[config.mk]
export PLATFORM = sky130hd
export DESIGN_NAME = lab2_proc_fetch_drop_unit
export DESIGN_NICKNAME = d
export VERILOG_FILES = /design/src/rtl/lab2_proc_fetch_drop_unit.sv
export SDC_FILE = /design/constraint.sdc
export NUM_CORES = 1
export LEC_CHECK = 0
export ABC_AREA = 1
export BUFFER_PORTS_ARGS = -buffer_cell sky130_fd_sc_hd__buf_4
export CAP_MARGIN = 25
export CORE_MARGIN = 1.5
export CORE_UTILIZATION = 56
export CTS_BUF_LIST = sky130_fd_sc_hd__clkbuf_8
export DETAILED_ROUTE_END_ITERATION = 16
export HOLD_SLACK_MARGIN = 0.06
export PLACE_DENSITY = 0.87
export SYNTH_ARGS = -nofsm -noshare
export SYNTH_HDL_FRONTEND = slang
export SYNTH_SLANG_ARGS = --single-unit
[constraint.sdc]
create_clock -name clk -period 4.9 [get_ports clk]
set_input_delay 0.49 -clock clk [delete_from_list [all_inputs] [get_ports clk]]
set_output_delay 0.49 -clock clk [all_outputs]
set_load 0.05 [all_outputs]
[src/rtl/lab2_proc_fetch_drop_unit.sv]
// lab2_proc_fetch_drop_unit: imem fetch front end with in-flight tracking, squash drop counting and instruction buffer
module lab2_proc_fetch_drop_unit #(
  parameter int p_max_inflight = 2,
  parameter int p_num_entries  = 4
) (
  input  logic                                  clk,
  input  logic                                  reset,
  input  logic                                  fetch_val,
  input  logic [31:0]                           fetch_addr,
  output logic                                  fetch_rdy,
  input  logic                                  squash,
  output logic                                  imem_reqstream_val,
  input  logic                                  imem_reqstream_rdy,
  output logic [31:0]                           imem_reqstream_msg_addr,
  input  logic                                  imem_respstream_val,
  output logic                                  imem_respstream_rdy,
  input  logic [31:0]                           imem_respstream_msg_data,
  output logic                                  inst_val,
  input  logic                                  inst_rdy,
  output logic [31:0]                           inst_data,
  output logic [$clog2(p_max_inflight+1)-1:0]   inflight
);
  localparam int IW = $clog2(p_max_inflight + 1);
  localparam int PW = $clog2(p_num_entries);
  localparam int CW = $clog2(p_num_entries + 1);
  logic [IW-1:0] inflight_q, inflight_d, drop_q, drop_d, live;
  logic [PW-1:0] head_q, head_d, tail_q, tail_d;
  logic [CW-1:0] count_q, count_d;
  logic [31:0]   buf_q [p_num_entries];
  logic          space_ok, req_fire, resp_fire, wr, pop;
  function automatic logic [PW-1:0] inc(input logic [PW-1:0] p);
    return (p == PW'(p_num_entries - 1)) ? '0 : p + PW'(1);
  endfunction
  // Space is reserved for every live in-flight request so the buffer can never overflow.
  always_comb begin
    live       = inflight_q - drop_q;
    space_ok   = squash || (int'(count_q) + int'(live) < p_num_entries);
    imem_reqstream_val = fetch_val && (inflight_q < IW'(p_max_inflight)) && space_ok;
    req_fire   = imem_reqstream_val && imem_reqstream_rdy;
    resp_fire  = imem_respstream_val;
    wr         = resp_fire && (drop_q == '0) && !squash;
    inst_val   = (count_q != '0) && !squash;
    pop        = inst_val && inst_rdy;
    inflight_d = inflight_q + IW'(req_fire) - IW'(resp_fire);
    drop_d     = squash ? inflight_q - IW'(resp_fire) : drop_q - IW'(resp_fire && (drop_q != '0));
    count_d    = squash ? '0 : count_q + CW'(wr) - CW'(pop);
    head_d     = squash ? '0 : pop ? inc(head_q) : head_q;
    tail_d     = squash ? '0 : wr ? inc(tail_q) : tail_q;
  end
  assign fetch_rdy               = req_fire;
  assign imem_reqstream_msg_addr = fetch_addr;
  assign imem_respstream_rdy     = 1'b1;
  assign inst_data               = buf_q[head_q];
  assign inflight                = inflight_q;
  always_ff @(posedge clk) begin
    if (reset) begin
      inflight_q <= '0;
      drop_q     <= '0;
      count_q    <= '0;
      head_q     <= '0;
      tail_q     <= '0;
      for (int i = 0; i < p_num_entries; i++) buf_q[i] <= '0;
    end else begin
      inflight_q <= inflight_d;
      drop_q     <= drop_d;
      count_q    <= count_d;
      head_q     <= head_d;
      tail_q     <= tail_d;
      if (wr) buf_q[tail_q] <= imem_respstream_msg_data;
    end
  end
  assert property (@(posedge clk) disable iff (reset) !(wr && !pop && count_q == CW'(p_num_entries)));
  assert property (@(posedge clk) disable iff (reset) !(resp_fire && inflight_q == '0));
endmodule

Word level (Yosys, flattened, before mapping)
Memory sizes are Yosys's and may differ from the RTL's. A register that Yosys moved wholly into a read port is not among the register bits.
Index checks and enable logic that the tools add are counted.
- equality and inequality tests: 2
- muxes and demuxes: 13
- reduce and logical (&&, ||, !) cells: 15
- $add $sub $neg: 10
- $lt $le $gt $ge: 2
- operator list (kind ; count):
    2-to-1 mux 32 bit ; 1
    OR reduction 32 bit ; 1
    2-to-1 mux 2 bit ; 6
    logical AND 1 bit ; 8
    2-to-1 mux 1 bit ; 6
    subtractor 2 x 1 -> 2 bit ; 3
    adder 2 x 1 -> 2 bit (second input constant) ; 2
    adder 3 x 2 -> 4 bit ; 1
    equality test 2 bit (second input constant) ; 2
    less-than comparator 4 x 3 -> 1 bit (second input constant) ; 1
    adder 3 x 1 -> 3 bit ; 1
    nonzero test 3 bit ; 1
    subtractor 3 x 1 -> 3 bit ; 1
    adder 2 x 1 -> 2 bit ; 1
    zero test 2 bit ; 1
    less-than comparator 2 bit (second input constant) ; 1
    nonzero test 2 bit ; 1
    OR reduction 2 bit ; 1
    subtractor 2 bit ; 1
    zero test 1 bit ; 1
    logical OR 1 bit ; 1
- logic and storage cells: 48
- output and inout port bits: 70
- RAM bits: 128
- input bits: 71
- memories: 1
- bits in registers: 11
- memory list (name ; depth ; bits a word ; rd ports ; clocked after Yosys merged registers in ; wr ports ; line ; RTL):
    buf_q ; 4 ; 32 ; 1 ; 1 ; 4 ; 29 ; logic [31:0] buf_q [p_num_entries];

Longest topological paths before layout
Gate-level depths: netlist of the first run.
- word-level depth: 8
- gate-level depth with buffers: 15
- gate-level depth less buffers: 15

Worst setup path after synthesis of the first run
Ideal clock, no wire load.
- kind: input port to flip-flop
- start: input port imem_respstream_val
- end: memory buf_q[3][0], enable pin
- arrival time: 3.209 ns
- library setup time: 0.470 ns
- buffers on the path: 0
- required time: 4.430 ns
- setup slack: 1.220 ns
- stages: 4
- cells stage by stage: inv_1 -> nor2_1 -> nand2_2 -> o31ai_1
- RTL lines (element ; line ; RTL):
    start, declared ; 15 ; input logic imem_respstream_val,
    end, declared ; 29 ;

==> results.py, run 1 <==
metrics = {
    "outcome": {
        "run_status": "finished, final reports clean",
    },
    "power": {
        "vdd.ir_drop.worst_mv": 0.210,
        "internal_power_mw": 1.86,
        "share_comb_of_total_power_pct": 13.9,
        "seq_power_share_pct": 55.1,
        "power_switching_share_pct": 26.8,
        "total_switching_power_mw": 0.681,
        "power_frac_clock_pct": 31.0,
        "leakagePower_nw": 3.11,
        "power.density_nw_per_um2": 352,
        "p_total_mw": 2.54,
    },
    "floorplanning": {
        "floorplan.die.height_microns": 110,
        "area_of_the_core_sq_um": 11300,
        "die-area_sq_um": 12200,
        "top_ports": 141,
        "rows": 39,
        "fp.dieW_microns": 110,
        "starting_utilization_of_the_core_area_pct": 57.0,
    },
    "clock_network": {
        "tritoncts": "built",
        "clk_path_buf_depth": 2,
        "clock_network_latency_to_the_later_pin_of_the_worst_skew_pair_ns": 0.45,
        "numCtsBuffers": 17,
        "cts-resized-gates": 0,
        "holdBufCountCts": 0,
        "clock_slew_seen_by_the_registers_of_the_worst_setup_and_hold_paths_ns": 0.07,
        "clock-root-buffer": "clkbuf_8",
        "ctsHtreeMaxLevel": 4,
        "clock_sink_count": 141,
        "cts_setup_buffers": 0,
    },
    "synthesis": {
        "synth_fp_nets": 706,
        "synth.top_cells.by_area": "edfxtp_1 (60%), nor2_1 (12%), o21ai_0 (5.2%), dfxtp_1 (4.0%), buf_4 (3.8%)",
        "synth_commonest_cells": "nor2_1 (207), edfxtp_1 (128), o21ai_0 (67)",
        "synthCells": 625,
        "number_of_storage_elements_in_the_synthesis_netlist": 141,
        "netlist_area_sq_um": 6460,
        "number_of_synthesized_flops_with_an_enable_pin": 128,
        "synth_seq_area_share_pct": 63.6,
        "synth.lib_cells_used.distinct": 28,
        "synthMostInstantiatedCell": "nor2_1",
        "asyncSetResetFlopFracSynth_pct": 0,
        "flip_flop_cell_with_the_highest_count_after_synthesis": "edfxtp_1",
        "yosysTopAreaCell": "edfxtp_1",
        "yosysTopAreaCellShare_pct": 59.5,
        "synth_warnings": 0,
        "avg_inst_size_synth_sq_um": 10.3,
    },
    "timing": {
        "worstMarginPinSlew_ns": 0.926,
        "finalCriticalPeriod_ns": 2.99,
        "grt_setup_unrepaired": "false",
        "setup_slack_ns": 1.91,
        "setup_viol": 0,
        "final_min_period_over_clock_period_pct": 61.0,
        "totalNegativeSetupSlack_ns": 0,
        "maxSlewViolCount": 0,
        "timing.max_slew.rel_slack_pct": 38.2,
        "final.setup_skew_ns": 0.00939,
        "timing_hold_violations_final": 0,
        "maxClockFrequency_mhz": 335,
    },
    "setup_path": {
        "endpoint_kind": "primary output",
        "setup.reg_to_reg.worst_slack_ns": 2.63,
        "cpMaxStageDelayCell": "inv_1",
        "cp.arrival_ns": 2.50,
        "worstPathMaxFanout": 32,
        "cp_slowest_stage_delay_ns": 0.77,
        "timing.critical_path.cells": "inv_1, o21ai_0, o22ai_1, buf_4",
        "setup.worst_path.class": "reg -> out",
        "data_required_critical_path_ns": 4.41,
        "critical_path.startpoint_type": "flop",
    },
    "layout": {
        "drive_gt1_share_pct": 17.2,
        "layout.area.seq_sq_um": 4110,
        "layout_area_overhead_pct": 11.9,
        "antennaDiodeCount": 0,
        "nFillCells": 862,
        "multi_input_comb_area_sq_um": 1720,
        "finish.net_count": 745,
        "finish.cell_count_without_fillers": 819,
    },
    "min_path": {
        "timing.hold.worst.class": "in -> reg",
    },
    "placed_design": {
        "final_gp_congestion": 0.825,
        "port_buffers": 75,
        "place.detailed.hpwl_microns": 8400,
        "detailedPlace.worstSlack_ns": 2.03,
        "placed_cells": 787,
    },
    "detailed_routing": {
        "drt_first_pass_iters": 5,
        "post_drt_via_cell_ratio": 5.60,
        "antenna_violating_nets_post_route": 0,
        "totalWireLength_microns": 14000,
        "routed_wire_length_per_instance_microns": 17.1,
        "drc": 0,
        "first_iter_violations": 539,
        "num_vias": 4588,
    },
    "global_route": {
        "grt_start_max_net_pins": 65,
        "grt_antenna_before_repair": 0,
        "grt_use_total_pct": 24.0,
        "grt_pass1_wl_microns": 21400,
        "grt_pass1_vias": 4436,
        "global_route.overflow_total": 0,
    },
    "run": {
        "maxCapViolCount": 0,
    },
}
## cell families after synthesis
family	after synthesis	share of synthesized area, %
other cells	1	0.0581
flops	141	63.6
fa+ha+maj	10	2.05
xor+xnor	5	0.678
simple gates	241	15.0
compound gates	103	8.64
buf+inv	124	9.96
## flip-flops by register name, summed over array words and instances, names as in the netlist, named ones only
name      flops
count_q       3
head_q        2
drop_q        2
buf_q       128
tail_q        2
inflight      2
## through the flow
step	utilization [%]	hold slack (ns)	cell area [sq um]
2_1_floorplan	-	0.476	6460
3_5_place_dp	60.7	0.511	6870
5_1_grt	63.8	0.276	7220
4_1_cts	63.6	0.268	7190
3_3_place_gp	60.5	0.493	6840
6_report	63.8	0.277	7220
## per-layer routing
layer | global-route usage [%] | vias up | part of all wire (%)
li1 | - | 2127 | -
met1 | 29.0 | 2197 | 38
met2 | 41.1 | 218 | 52
met3 | 6.70 | 46 | 8.0
met4 | 8.70 | 0 | 2.0
met5 | 0 | - | 0
## power by group through the flow
| stage | combinational, mW | clock (mW) | sequential, mW |
|---|---|---|---|
| 4_1_cts | 0.352 | 0.789 | 1.40 |
| 3_3_place_gp | 0.340 | 0 | 1.42 |
| 2_1_floorplan | 0.294 | 0 | 1.43 |
| 5_1_grt | 0.384 | 0.836 | 1.40 |
| 6_report | 0.354 | 0.788 | 1.40 |
| 3_5_place_dp | 0.350 | 0 | 1.42 |
## area by class of cell
cell class	instances	share of cell area [%]
Sequential cell	141	56.8
Multi-Input combinational cell	360	23.9
Timing Repair Buffer	83	9.18
Clock buffer	17	3.24
Inverter	61	3.17
Tap cell	143	2.48
Clock inverter	14	1.23
## final timing paths
path / from / endpoint / cells past startpoint
hold / removal: reset / inflight[0] / 2
setup / recovery: flop / inst_data[1] / 4
hold reg to reg: tail_q[0] / tail_q[0] / 2
setup reg to reg: drop_q[1] / buf_q[0][16] / 6
## critical path: cells and delay by family, from the launching register on
family                 cells  cell delay (ns)
buffers and inverters      2             1.02
AOI/OAI and AO/OA          2             0.54
DFF                        1             0.49
## cell usage in the layout, fill, tap and decap left out, types with 2 or more instances in the layout
| cell | netlist | layout |
|---|---|---|
| a21oi_1 | 3 | 3 |
| buf_16 | 0 | 2 |
| buf_4 | 33 | 81 |
| clkbuf_8 | 0 | 17 |
| clkinv_1 | 1 | 5 |
| clkinv_2 | 0 | 5 |
| dfxtp_1 | 13 | 12 |
| edfxtp_1 | 128 | 128 |
| ha_1 | 9 | 9 |
| inv_1 | 59 | 62 |
| nand2_1 | 20 | 20 |
| nand3_1 | 3 | 3 |
| nand3_4 | 2 | 2 |
| nor2_1 | 207 | 207 |
| nor3_1 | 5 | 5 |
| o21ai_0 | 67 | 67 |
| o22ai_1 | 32 | 32 |
| xnor2_1 | 3 | 3 |
| xor2_1 | 2 | 2 |
(Power assumes the default switching activity.)
==> run 2: changes to the inputs <==
Settings changed: ABC_AREA 1 to 0, CORE_UTILIZATION 56 to 51, PLACE_DENSITY 0.87 to 0.83.
Clock period 4.9 ns to 2.6 ns, I/O delays scaled along.
==> results.py, run 2 <==
metrics = {
    "outcome": {
        "run_status": "finished, final reports clean",
    },
    "global_route": {
        "grt_pass1_vias": 3779,
        "m3_gr_usage_pct": 6.69,
        "grt-busiest-layer": "met2",
        "global_route.usage.met2_pct": 35.2,
        "grt_antenna_before_repair": 0,
        "global_route.overflow_total": 0,
        "grt_use_total_pct": 20.0,
        "grt_pass1_wl_microns": 19400,
        "grt_start_max_net_pins": 33,
        "gr-usage-met1_pct": 22.6,
    },
    "clock_network": {
        "clock_slew_seen_by_the_registers_of_the_worst_setup_and_hold_paths_ns": 0.08,
        "clock-root-buffer": "clkbuf_8",
        "clk_path_buf_depth": 2,
        "ctsHtreeMaxLevel": 4,
        "numCtsBuffers": 17,
        "tritoncts": "built",
        "clock_sink_count": 141,
        "clock_network_latency_to_the_later_pin_of_the_worst_skew_pair_ns": 0.44,
    },
    "power": {
        "p_total_mw": 5.38,
        "leakagePower_nw": 2.97,
        "power.density_nw_per_um2": 696,
        "vdd.ir_drop.worst_mv": 0.335,
    },
    "layout": {
        "mostFrequentLayoutCells": "edfxtp_1 (128), and2_1 (101), buf_4 (87)",
        "nFillCells": 937,
        "finish.net_count": 562,
        "layout.cells.most_common": "edfxtp_1",
        "drive_gt1_share_pct": 41.5,
        "register_ranked_first_by_flip_flop_count": "buf_q",
        "biggestRegsByFlops": "buf_q (128), count_q (3)",
        "layout_area_overhead_pct": 18.0,
        "finalInstanceArea_sq_um": 7720,
        "antennaDiodeCount": 0,
        "number_of_flip_flops_in_the_largest_register": 128,
    },
    "floorplanning": {
        "area_of_the_core_sq_um": 12600,
        "starting_utilization_of_the_core_area_pct": 52.1,
        "die-area_sq_um": 13500,
        "top_ports": 141,
        "fp.dieW_microns": 116,
        "rows": 41,
        "floorplan.die.height_microns": 116,
    },
    "synthesis": {
        "flip_flop_cell_with_the_highest_count_after_synthesis": "edfxtp_1",
        "synthMostInstantiatedCell": "edfxtp_1",
        "synthCells": 423,
        "synth.top_cells.by_area": "edfxtp_1 (59%), mux4_2 (11%), and2_1 (9.6%), dfxtp_1 (4.0%), buf_4 (3.8%)",
        "synth_fp_nets": 504,
        "netlist_area_sq_um": 6550,
        "synth.lib_cells_used.distinct": 37,
        "synth_commonest_cells": "edfxtp_1 (128), and2_1 (101), buf_4 (33)",
        "avg_inst_size_synth_sq_um": 15.5,
        "number_of_synthesized_flops_with_an_enable_pin": 128,
        "asyncSetResetFlopFracSynth_pct": 0,
        "yosysTopAreaCell": "edfxtp_1",
        "yosysTopAreaCellShare_pct": 58.7,
        "synth_seq_area_share_pct": 62.7,
        "number_of_storage_elements_in_the_synthesis_netlist": 141,
        "synth_warnings": 0,
    },
    "placed_design": {
        "detailedPlace.worstSlack_ns": 0.209,
        "port_buffers": 75,
        "final_gp_congestion": 0.731,
        "place.detailed.hpwl_microns": 7750,
        "detailed_place.area_sq_um": 7210,
    },
    "timing": {
        "maxSlewViolCount": 0,
        "final_min_period_over_clock_period_pct": 97.9,
        "finalCriticalPeriod_ns": 2.55,
        "setup_slack_ns": 0.0540,
        "holdWs_ns": 0.119,
        "timing_hold_violations_final": 0,
        "maxClockFrequency_mhz": 393,
        "setup_viol": 0,
        "final.setup_skew_ns": 0.0128,
        "grt_setup_unrepaired": "true",
        "totalNegativeSetupSlack_ns": 0,
    },
    "detailed_routing": {
        "antenna_violating_nets_post_route": 0,
        "first_iter_violations": 270,
        "drt_first_pass_iters": 4,
        "post_drt_via_cell_ratio": 5.35,
        "drc": 0,
        "totalWireLength_microns": 12500,
        "num_vias": 3564,
        "routed_wire_length_per_instance_microns": 18.7,
    },
    "setup_path": {
        "worstPathMaxFanout": 2,
        "cp.arrival_ns": 2.29,
        "critical_path.startpoint_type": "flop",
        "endpoint_kind": "primary output",
        "worst_r2r_startpoint": "count_q[2]",
        "setup.worst_path.class": "reg -> out",
        "data_required_critical_path_ns": 2.34,
        "worst_setup_path_startpoint": "inflight[0]",
    },
    "min_path": {
        "timing.hold.worst.class": "in -> reg",
        "worst_hold_startpoint": "imem_respstream_msg_data[17]",
    },
    "run": {
        "maxCapViolCount": 0,
    },
}
run 2: cell count changes in the layout (fill, tap and decap cells not counted), sizes merged, moves of 18 or more:
| cell | previous run | this run |
|---|---|---|
| mux4 | 0 | 32 |
| inv | 63 | 10 |
| o21ai | 67 | 1 |
| nand2 | 22 | 4 |
| and2 | 0 | 132 |
| nor2 | 209 | 8 |
| o22ai | 32 | 0 |
run 2: what timing repair did:
item	in CTS	in global routing
hold endpoints to repair	3	0
pin swaps	2	2
setup buffers	0	1
hold buffers	1	0
endpoints found under the setup margin	1	1
resized for setup	2	0
run 2: final timing paths:
| path | end | slack (ns) | cells after the start |
|---|---|---|---|
| setup / recovery | fetch_rdy | 0.05 | 9 |
| setup reg to reg | count_q[2] | 0.22 | 9 |
| hold reg to reg | flop | 0.49 | 2 |
| hold / removal | buf_q[1][17] | 0.12 | 2 |
run 2: final cells by class:
| cell class | instances | area (sq um) | area share (%) |
|---|---|---|---|
| Clock buffer | 20 | 275 | 3.56 |
| Clock inverter | 12 | 215 | 2.79 |
| Inverter | 7 | 28.8 | 0.373 |
| Multi-Input combinational cell | 221 | 2120 | 27.5 |
| Tap cell | 172 | 215 | 2.79 |
| Sequential cell | 141 | 4110 | 53.2 |
| Timing Repair Buffer | 93 | 754 | 9.77 |
run 2: cell families after synthesis:
family	synth area share [%]
AO/OA/AOI/OAI	0.611
XOR/XNOR	0.936
adder cells (fa/ha/maj)	2.03
buffers and inverters	5.71
flip-flops	62.7
multiplexers	11.5
other	0.0573
AND/OR/NAND/NOR	16.5
run 2: metal layers:
layer	share of wire, %	vias up
met5	0	-
met3	7.4	22
met4	1.6	0
met2	53	141
li1	-	1609
met1	38	1792
run 2: where the power goes:
group,internal [mW],total (mW),switching (mW)
registers,2.59,2.64,0.0516
clock network,1.31,2.10,0.794
logic,0.250,0.634,0.384
total,4.15,5.38,1.23
run 2: through the flow:
| step | util (%) | std cells |
|---|---|---|
| detailed placement | 57.4 | 632 |
| global route | 61.5 | 666 |
| finish | 61.5 | 666 |
| CTS | 61.4 | 665 |
| global placement | 57.4 | 632 |
| floorplan | - | 423 |
run 2: worst max-delay path, cell delays in order, from the launching register on:
cell and delay (ns):
dfxtp_4 0.36, inv_4 0.04, ha_4 0.15, xnor2_1 0.16, xnor2_1 0.16, ha_1 0.26, nand3b_1 0.10, a21oi_2 0.09
nor4bb_4 0.33, buf_6 0.20
